File: src/rtl/vend_pkg.sv
// Shared types and coin decoding for the vending controller.
// Combinational only. No latency.
// No backpressure: these are types and pure functions.
package vend_pkg;

  // One-hot coin encodings as seen from the coin acceptor
  localparam logic [4:0] COIN_NONE        = 5'b00000;
  localparam logic [4:0] COIN_QUARTER     = 5'b00001;
  localparam logic [4:0] COIN_FIFTY       = 5'b00010;
  localparam logic [4:0] COIN_SEVENTYFIVE = 5'b00100;
  localparam logic [4:0] COIN_DOLLAR      = 5'b01000;

  typedef enum logic [1:0] {
    S_IDLE   = 2'd0,
    S_CREDIT = 2'd1,
    S_VEND   = 2'd2,
    S_CHANGE = 2'd3
  } vend_state_t;

  // Coin value in quarters plus a flag saying the encoding is one we accept
  typedef struct packed {
    logic       legal;
    logic [2:0] value;
  } coin_val_t;

  // Multi-hot patterns and the reserved bit decode as illegal with value 0
  function automatic coin_val_t coin_value(input logic [4:0] c);
    coin_val_t r;
    r.legal = 1'b1;
    r.value = 3'd0;
    case (c)
      COIN_NONE:        r.value = 3'd0;
      COIN_QUARTER:     r.value = 3'd1;
      COIN_FIFTY:       r.value = 3'd2;
      COIN_SEVENTYFIVE: r.value = 3'd3;
      COIN_DOLLAR:      r.value = 3'd4;
      default:          r.legal = 1'b0;
    endcase
    return r;
  endfunction

endpackage

File: src/rtl/vend_inventory.sv
// Per-slot item counters with decrement on vend and refill on restock.
// Counts update one cycle after dec/restock; empty is decoded from the registers.
// No backpressure: decrement of an empty slot is ignored, restock always wins.
module vend_inventory
  import vend_pkg::*;
#(
  parameter int NUM_SLOTS = 4,
  parameter int SLOT_W    = 2,
  parameter int INV_MAX   = 3
) (
  input  logic                 clk,
  input  logic                 reset,
  input  logic                 dec_valid,
  input  logic [SLOT_W-1:0]    dec_id,
  input  logic                 restock_valid,
  input  logic [SLOT_W-1:0]    restock_id,
  output logic [NUM_SLOTS-1:0] empty
);

  localparam int CNT_W = $clog2(INV_MAX + 1);

  logic [CNT_W-1:0] count_q [NUM_SLOTS];

  // Counter update: restock overrides a same-cycle decrement of that slot
  always_ff @(posedge clk or posedge reset) begin
    if (reset) begin
      for (int i = 0; i < NUM_SLOTS; i++) count_q[i] <= CNT_W'(INV_MAX);
    end else begin
      for (int i = 0; i < NUM_SLOTS; i++) begin
        if (restock_valid && restock_id == SLOT_W'(i))
          count_q[i] <= CNT_W'(INV_MAX);
        else if (dec_valid && dec_id == SLOT_W'(i) && count_q[i] != '0)
          count_q[i] <= count_q[i] - 1'b1;
      end
    end
  end

  // Empty flags straight from the counter registers
  always_comb begin
    empty = '0;
    for (int i = 0; i < NUM_SLOTS; i++) empty[i] = (count_q[i] == '0);
  end

endmodule

File: src/rtl/vend_controller.sv
// Vending sequencer: coin credit, selection vs inventory, dispenser handshake, change return.
// All pulses and dispense_req are registered one cycle after their cause; empty/busy are decoded.
// No backpressure on inputs: coins are rejected, selects denied, events outside their state ignored.
module vend_controller
  import vend_pkg::*;
#(
  parameter int NUM_SLOTS  = 4,
  parameter int SLOT_W     = 2,
  parameter int INV_MAX    = 3,
  parameter int PRICE      = 4,
  parameter int MAX_CREDIT = 8,
  parameter int TIMEOUT    = 16
) (
  input  logic                 clk,
  input  logic                 reset,
  input  logic [4:0]           coin,
  input  logic                 select_valid,
  input  logic [SLOT_W-1:0]    select_id,
  input  logic                 cancel,
  input  logic                 restock_valid,
  input  logic [SLOT_W-1:0]    restock_id,
  input  logic                 dispense_done,
  output logic [3:0]           credit,
  output logic                 coin_reject,
  output logic                 deny,
  output logic                 dispense_req,
  output logic [SLOT_W-1:0]    dispense_slot,
  output logic                 change_pulse,
  output logic                 fault,
  output logic [NUM_SLOTS-1:0] empty,
  output logic                 busy
);

  localparam int TMO_W = $clog2(TIMEOUT);

  vend_state_t      state;
  logic [TMO_W-1:0] tmo_cnt;

  coin_val_t  coin_info;
  logic [4:0] coin_sum;
  logic       coin_nz;
  logic       coin_ok;
  logic       cancel_ok;
  logic       sel_ok;

  // Decode this cycle's requests against current credit and inventory
  always_comb begin
    coin_info = coin_value(coin);
    coin_nz   = (coin != COIN_NONE);
    coin_sum  = {1'b0, credit} + {2'b00, coin_info.value};
    coin_ok   = coin_info.legal && coin_nz && (coin_sum <= 5'(MAX_CREDIT));
    cancel_ok = (state == S_CREDIT) && cancel;
    sel_ok    = (state == S_CREDIT) && select_valid && !cancel &&
                (credit >= 4'(PRICE)) && !empty[select_id];
  end

  vend_inventory #(
    .NUM_SLOTS (NUM_SLOTS),
    .SLOT_W    (SLOT_W),
    .INV_MAX   (INV_MAX)
  ) u_inv (
    .clk           (clk),
    .reset         (reset),
    .dec_valid     (sel_ok),
    .dec_id        (select_id),
    .restock_valid (restock_valid),
    .restock_id    (restock_id),
    .empty         (empty)
  );

  assign busy = (state == S_VEND) || (state == S_CHANGE);

  // Main FSM: credit arithmetic, dispenser handshake, timeout and change payout
  always_ff @(posedge clk or posedge reset) begin
    if (reset) begin
      state         <= S_IDLE;
      credit        <= '0;
      tmo_cnt       <= '0;
      coin_reject   <= 1'b0;
      deny          <= 1'b0;
      dispense_req  <= 1'b0;
      dispense_slot <= '0;
      change_pulse  <= 1'b0;
      fault         <= 1'b0;
    end else begin
      coin_reject  <= 1'b0;
      deny         <= 1'b0;
      change_pulse <= 1'b0;
      fault        <= 1'b0;
      case (state)
        S_IDLE, S_CREDIT: begin
          if (cancel_ok) begin
            state       <= S_CHANGE;
            coin_reject <= coin_nz;
          end else if (sel_ok) begin
            credit        <= credit - 4'(PRICE);
            dispense_slot <= select_id;
            dispense_req  <= 1'b1;
            tmo_cnt       <= '0;
            state         <= S_VEND;
            coin_reject   <= coin_nz;
          end else begin
            if (select_valid) deny <= 1'b1;
            if (coin_nz) begin
              if (coin_ok) begin
                credit <= 4'(coin_sum);
                state  <= S_CREDIT;
              end else begin
                coin_reject <= 1'b1;
              end
            end
          end
        end
        S_VEND: begin
          coin_reject <= coin_nz;
          if (dispense_done) begin
            dispense_req <= 1'b0;
            tmo_cnt      <= '0;
            state        <= (credit != '0) ? S_CHANGE : S_IDLE;
          end else if (tmo_cnt == TMO_W'(TIMEOUT - 1)) begin
            // Dispenser never answered: refund the price, item stays consumed
            fault        <= 1'b1;
            credit       <= credit + 4'(PRICE);
            dispense_req <= 1'b0;
            tmo_cnt      <= '0;
            state        <= S_CHANGE;
          end else begin
            tmo_cnt <= tmo_cnt + 1'b1;
          end
        end
        S_CHANGE: begin
          coin_reject <= coin_nz;
          if (credit != '0) begin
            change_pulse <= 1'b1;
            credit       <= credit - 1'b1;
            if (credit == 4'd1) state <= S_IDLE;
          end else begin
            state <= S_IDLE;
          end
        end
        default: state <= S_IDLE;
      endcase
    end
  end

endmodule

File: config.mk
export PLATFORM = sky130hd
export DESIGN_NAME = vend_controller
export DESIGN_NICKNAME = d
export VERILOG_FILES = /design/src/rtl/vend_pkg.sv /design/src/rtl/vend_inventory.sv /design/src/rtl/vend_controller.sv
export SDC_FILE = /design/constraint.sdc
export NUM_CORES = 1
export LEC_CHECK = 0
export CAP_MARGIN = 40
export CORE_UTILIZATION = 40
export DETAILED_ROUTE_END_ITERATION = 12
export PLACE_DENSITY = 0.7
export SYNTH_ARGS = -nofsm -noshare
export SYNTH_HDL_FRONTEND = slang
export SYNTH_SLANG_ARGS = --single-unit
File: constraint.sdc
create_clock -name clk -period 2.5 [get_ports clk]
set_clock_uncertainty 0.1 [all_clocks]
set_input_delay 0.5 -clock clk [delete_from_list [all_inputs] [get_ports clk]]
set_output_delay 0.5 -clock clk [all_outputs]
set_load 0.02 [all_outputs]
==> impl_metrics.tcl, run 1 <==
set metrics [dict create \
    grt_pass1_wl_um 7320 \
    diodes 0 \
    dr.first_iter.drc_count 119 \
    die-area_mm2 0.00469 \
    combPwrFrac_pct 60.1 \
    vias 1705 \
    power_switching_uw 991 \
    clockRootBuffer "clkbuf_8" \
    rsz0062_at_grt "true" \
    io_pins 31 \
    pre_cts_slack_ns -0.948 \
    grt_pass1_vias 1584 \
    start_util_pct 42.9 \
    worstHoldStart "u_inv.count_q[5]" \
    worst_slew_pin_slew_ns 0.653 \
    dpl.cell_count 303 \
    crit_type "input port to flop" \
    worstSetupEndpointType "flop" \
    avgSynthCellArea_um2 8.97 \
    worstPathArrival_ns 2.84 \
    nNetsFinal 290 \
    synthCells 197 \
    cts_buffer_depth 2 \
    r2r-start "credit[0]" \
    finalHoldViolations 0 \
    power_frac_seq_pct 29.3 \
    powerDensity_mw_per_mm2 922 \
    clk_pin_slew_ns 0.09 \
    ys.flop_type "dfrtp_1" \
    violations "negative setup slack" \
    setup_ws_ns -0.280 \
    p_int_uw 1320 \
    hold_class "flop to flop" \
    max_freq_mhz 360 \
    clock_latency_ns 0.27 \
    start_kind "input port" \
    portBuffers 30 \
    numCtsBuffers 3 \
    drv_cap 0 \
    yosysWarnings 0 \
    gp_congestion 0.875 \
    cp_max_fo 4 \
    setup_viol 7 \
    async_flop_share_pct 100 \
    die_w_um 68.5 \
    synth_seq_cells 25 \
    p_clk_share_pct 10.5 \
    hpwl_um 3380 \
    drt-total-wl_um 4500 \
    core_mm2 0.00412 \
    syn_nets 224 \
    grt_overflow 0 \
    critical_path_required_ns 2.56 \
    crit_start "coin[4]" \
    drive_gt1_share_pct 27.9 \
    wl_per_cell_um 14.4 \
    max_slew_margin_pct 56.2 \
    synth_area_mm2 0.00177 \
    via_per_inst 5.46 \
    drv_slew 0 \
    area_growth_pct 42.1 \
    final_cells 312 \
    h-tree-depth 1 \
    ir_drop_uv 529 \
    status "finished, violations left" \
    fin_tns_setup_ns -1.32 \
    ant_nets 0 \
    grt_usage_pct 21.1 \
    yosysUniqueCellTypes 53 \
    grt_max_degree 26 \
    cts_tree "done" \
    period_needed_ns 2.78 \
    p_sw_share_pct 42.8 \
    fp.dieH_um 68.5 \
    yosysSeqAreaShare_pct 36.0 \
    finalCritPeriodShare_pct 111 \
    power_leakage_uw 0.00111 \
    antenna_found_initial 0 \
    route.detailed.drc 0 \
    synth_edf_count 0 \
    rows 23 \
    cts_sinks 25 \
    drt-pass1-iter-count 4 \
]
==> synth_stat cells (2+ instances only) <==
cell type	count	area, um2
a211oi_1	3	22.5
a21oi_1	12	60.1
a31oi_1	3	18.8
and2_1	2	12.5
clkbuf_1	5	18.8
dfrtp_1	17	425
dfstp_2	8	210
ha_1	11	138
inv_1	15	56.3
mux2_2	2	22.5
nand2_1	18	67.6
nand3_1	5	25.0
nand3b_1	3	22.5
nor2_1	16	60.1
nor3_1	8	40.0
nor3b_1	2	15.0
nor4_1	2	12.5
nor4b_1	2	17.5
o211ai_1	3	22.5
o21ai_0	13	65.1
o21bai_1	2	15.0
o22ai_1	3	18.8
o31ai_1	2	15.0
o32a_1	2	20.0
o32ai_1	2	17.5
or3_1	2	12.5
or3b_2	2	17.5
xnor2_1	6	52.6
xor2_1	2	17.5
==> cells by family (layout without fill, tap and decap cells) <==
family,after synthesis,after routing,synth area share (%)
AOI/OAI and AO/OA,53,53,19.8
xor gates and xnor gates,8,8,3.97
adders and majority gates,12,12,8.92
buffers and inverters,22,87,4.74
DFF,25,25,36.0
muxes,4,4,3.12
and+or+nand+nor,73,73,23.5
==> layout by cell type (no fill, tap or decap), types with 3 or more instances in the layout <==
cell / netlist / layout
buf_4: 0 / 35
clkdlybuf4s50_1: 0 / 25
nand2_1: 18 / 18
dfrtp_1: 17 / 17
nor2_1: 16 / 16
inv_1: 15 / 15
a21oi_1: 12 / 11
o21ai_0: 13 / 10
ha_1: 11 / 10
dfstp_2: 8 / 8
nor3_1: 8 / 7
nand3_1: 5 / 5
xnor2_1: 6 / 5
o22ai_1: 3 / 3
nand3b_1: 3 / 3
a31oi_1: 3 / 3
o211ai_1: 3 / 3
clkbuf_8: 0 / 3
==> worst max-delay path, stage by stage <==
cell and delay [ns]:
dlygate4sd2_1 0.32, nor4_2 0.30, buf_4 0.17, fa_1 0.43
o32a_1 0.38, a211oi_4 0.31, a21oi_1 0.12, a221o_1 0.33
==> path summary, 6_finish.rpt <==
kind	to	slack, ns	cells after the start
max	credit[0]	-0.28	8
min	u_inv.count_q[5]	0.41	2
max reg2reg	credit[0]	-0.02	7
min reg2reg	u_inv.count_q[5]	0.41	2
max in group asynchronous	u_inv.count_q[2]	1.53	3
min in group asynchronous	tmo_cnt[0]	0.47	3
==> metal layers <==
layer	wire length [um]	GRT usage, %	up-vias
met3	164	3.50	4
li1	-	-	851
met2	2140	33.0	37
met4	41	5.47	0
met5	0	0	-
met1	2150	30.0	813
==> flip-flops by register name, summed over array words and instances, names as in the netlist, 2 cells and up <==
| register | flops |
|---|---|
| u_inv.count_q | 8 |
| credit | 4 |
| tmo_cnt | 4 |
| dispense_slot | 2 |
| state | 2 |
==> final cells by class <==
cell class	instances	area (um2)
fill	352	1600
multi-input combinational	150	1120
sequential	25	636
timing repair buffer	67	584
tap	50	62.6
inverter	16	60.1
clock buffer	4	45.0
==> per-stage QoR <==
stage / total power [uW] / util, % / area [um2] / hold WS (ns)
final: 2310 / 61.0 / 2510 / 0.407
after global routing: 2490 / 61.0 / 2510 / 0.424
after CTS: 2300 / 60.5 / 2490 / 0.402
after detailed placement: 2000 / 57.3 / 2360 / 0.388
after global placement: 1970 / 57.3 / 2360 / 0.383
after floorplan: 1480 / - / 1790 / 0.364
==> repair_timing <==
action                                  CTS  global route
gates resized for setup                  33             5
gates cloned                              0             0
endpoints found under the setup margin    7             7
pin swaps                                11             4
hold buffers                              0             0
buffers inserted                          5             1
==> power groups by stage <==
stage	clock network [uW]	logic (uW)	registers [uW]
after floorplan	0	731	744
after global placement	0	1290	679
after detailed placement	0	1320	686
after CTS	251	1370	677
after global routing	271	1520	700
final	244	1390	679
(Power assumes the default switching activity.)
==> run 2, diff against run 1 <==
--- a/config.mk
+++ b/config.mk
@@ -6,9 +6,9 @@
 export NUM_CORES = 1
 export LEC_CHECK = 0
 export CAP_MARGIN = 40
-export CORE_UTILIZATION = 40
+export CORE_UTILIZATION = 48
 export DETAILED_ROUTE_END_ITERATION = 12
-export PLACE_DENSITY = 0.7
+export PLACE_DENSITY = 0.81
 export SYNTH_ARGS = -nofsm -noshare
 export SYNTH_HDL_FRONTEND = slang
 export SYNTH_SLANG_ARGS = --single-unit
==> impl_metrics.tcl, run 2 (synthesized netlist as in run 1, its figures left out) <==
set metrics [dict create \
    status "finished, violations left" \
    violations "negative setup slack" \
    die-area_mm2 0.00393 \
    clockRootBuffer "clkbuf_8" \
    portBuffers 30 \
    largest_register_ffs 8 \
    crit_slowest_cell "fa_1" \
    h-tree-depth 1 \
    ant_nets 0 \
    final_cell_mix "buf_4, clkdlybuf4s50_1, nand2_1, dfrtp_1, nor2_1" \
    route.detailed.drc 0 \
    powerDensity_mw_per_mm2 934 \
    cp_max_fo 5 \
    hold_ws_ns 0.404 \
    finalHoldViolations 0 \
    core_mm2 0.00344 \
    via_per_inst 5.72 \
    final_common_cell "buf_4" \
    finalCritPeriodShare_pct 111 \
    wl_met1_um 2160 \
    largest-register "u_inv.count_q" \
    wl_met3_um 220 \
    clock_latency_ns 0.27 \
    cts_tree "done" \
    die_w_um 62.7 \
    hold_path_depth 2 \
    numCtsBuffers 3 \
    grt_usage_pct 26.6 \
    antenna_found_initial 0 \
    start_kind "input port" \
    path_cells "buf_8 -> buf_6 -> xnor2_2 -> nor4_2 -> buf_4 -> fa_1 -> o32a_1 -> a211oi_4 -> buf_4 -> o32a_1 -> o32ai_2" \
    gp_congestion 0.861 \
    rsz0062_at_grt "true" \
    period_needed_ns 2.77 \
    cts_sinks 25 \
    setup_viol 7 \
    start_util_pct 51.3 \
    drt-total-wl_um 4910 \
    hold_class "flop to flop" \
    worstSetupEndpointType "flop" \
    diodes 0 \
    area_growth_pct 43.2 \
    largest_registers "u_inv.count_q x8, credit x4, tmo_cnt x4" \
    ir_drop_uv 592 \
    setup_ws_ns -0.272 \
    crit_type "input port to flop" \
    clk_pin_slew_ns 0.09 \
    nNetsFinal 295 \
    io_pins 31 \
    max_slew_margin_pct 66.0 \
    drv_cap 0 \
    worstPathArrival_ns 2.82 \
    drv_slew 0 \
    worst_slew_pin_slew_ns 0.506 \
    power_leakage_uw 0.00113 \
    grt_max_degree 26 \
    vias 1791 \
    critical_path_required_ns 2.55 \
    fp.dieH_um 62.7 \
    critical_path.max_stage_delay_ns 0.43 \
    grt_pass1_vias 1800 \
    r2r_cells 8 \
    wl_per_cell_um 15.7 \
    routed-wl-met2_um 2410 \
    drt-pass1-iter-count 4 \
    hpwl_um 3520 \
    fillers 244 \
    max_freq_mhz 361 \
    grt_pass1_wl_um 8320 \
    rows 21 \
    dr.first_iter.drc_count 152 \
    fin_tns_setup_ns -1.40 \
    cts_buffer_depth 2 \
    highest_layer "met4" \
    grt_overflow 0 \
    pre_cts_slack_ns -0.948 \
    drive_gt1_share_pct 29.2 \
    ctsHoldBuffers 0 \
]
==> run 2: changes by cell type in the layout (fill, tap and decap cells not counted), moves of 2 or more <==
cell / previous run / this run
o21ai_0: 10 / 12
o21ai_2: 2 / 0
buf_4: 35 / 41
xnor2_2: 0 / 2
==> run 2: worst paths after layout <==
| kind | slack (ns) | start | to |
|---|---|---|---|
| setup / recovery | -0.27 | coin[2] | credit[1] |
| hold / removal | 0.40 | u_inv.count_q[7] | u_inv.count_q[7] |
| setup reg to reg | -0.04 | credit[0] | credit[1] |
| hold reg to reg | 0.40 | u_inv.count_q[7] | u_inv.count_q[7] |
| max in group asynchronous | 1.54 | reset | u_inv.count_q[1] |
| min in group asynchronous | 0.46 | reset | tmo_cnt[1] |
==> run 2: where the power goes <==
part           internal, uW  total, uW  switching (uW)
Sequential              559        682             124
Clock                   113        248             135
Combinational           665       1430             769
Total                  1340       2360            1030
==> run 2: per-layer routing <==
layer,vias up,global-route usage [%]
li1,858,-
met1,862,33.4
met2,61,45.8
met3,10,3.83
met4,0,10.5
met5,-,0
==> run 2: worst max-delay path, delay by kind of cell <==
family	cells	cell delay (ns)
compound gates	4	0.94
xor+xnor	1	0.13
fa+ha+maj	1	0.43
buf+inv	4	0.56
simple gates	1	0.26
==> run 2: timing repair <==
| action | 4_1_cts | 5_1_grt |
|---|---|---|
| setup buffers | 3 | 4 |
| endpoints found under the hold margin | 0 | 0 |
| gates resized for setup | 25 | 8 |
| pin swaps | 11 | 7 |
| cloned | 0 | 0 |
| endpoints found under the setup margin | 7 | 7 |
==> run 2: per-stage QoR <==
stage | area (um2) | instances | utilization (%) | total power (uW)
6_report | 2530 | 313 | 73.5 | 2360
5_1_grt | 2530 | 313 | 73.5 | 2520
4_1_cts | 2490 | 310 | 72.4 | 2320
3_5_place_dp | 2380 | 303 | 69.2 | 2030
3_3_place_gp | 2380 | 303 | 69.2 | 1980
2_1_floorplan | 1790 | 197 | - | 1480
==> run 2: final cells by class <==
cell class / count / area (um2) / area share [%]
Inverter: 16 / 60.1 / 2.37
Timing Repair Buffer: 72 / 617 / 24.4
Tap cell: 46 / 57.6 / 2.27
Clock inverter: 1 / 7.51 / 0.297
Sequential cell: 25 / 636 / 25.1
Clock buffer: 3 / 41.3 / 1.63
Multi-Input combinational cell: 150 / 1110 / 43.9
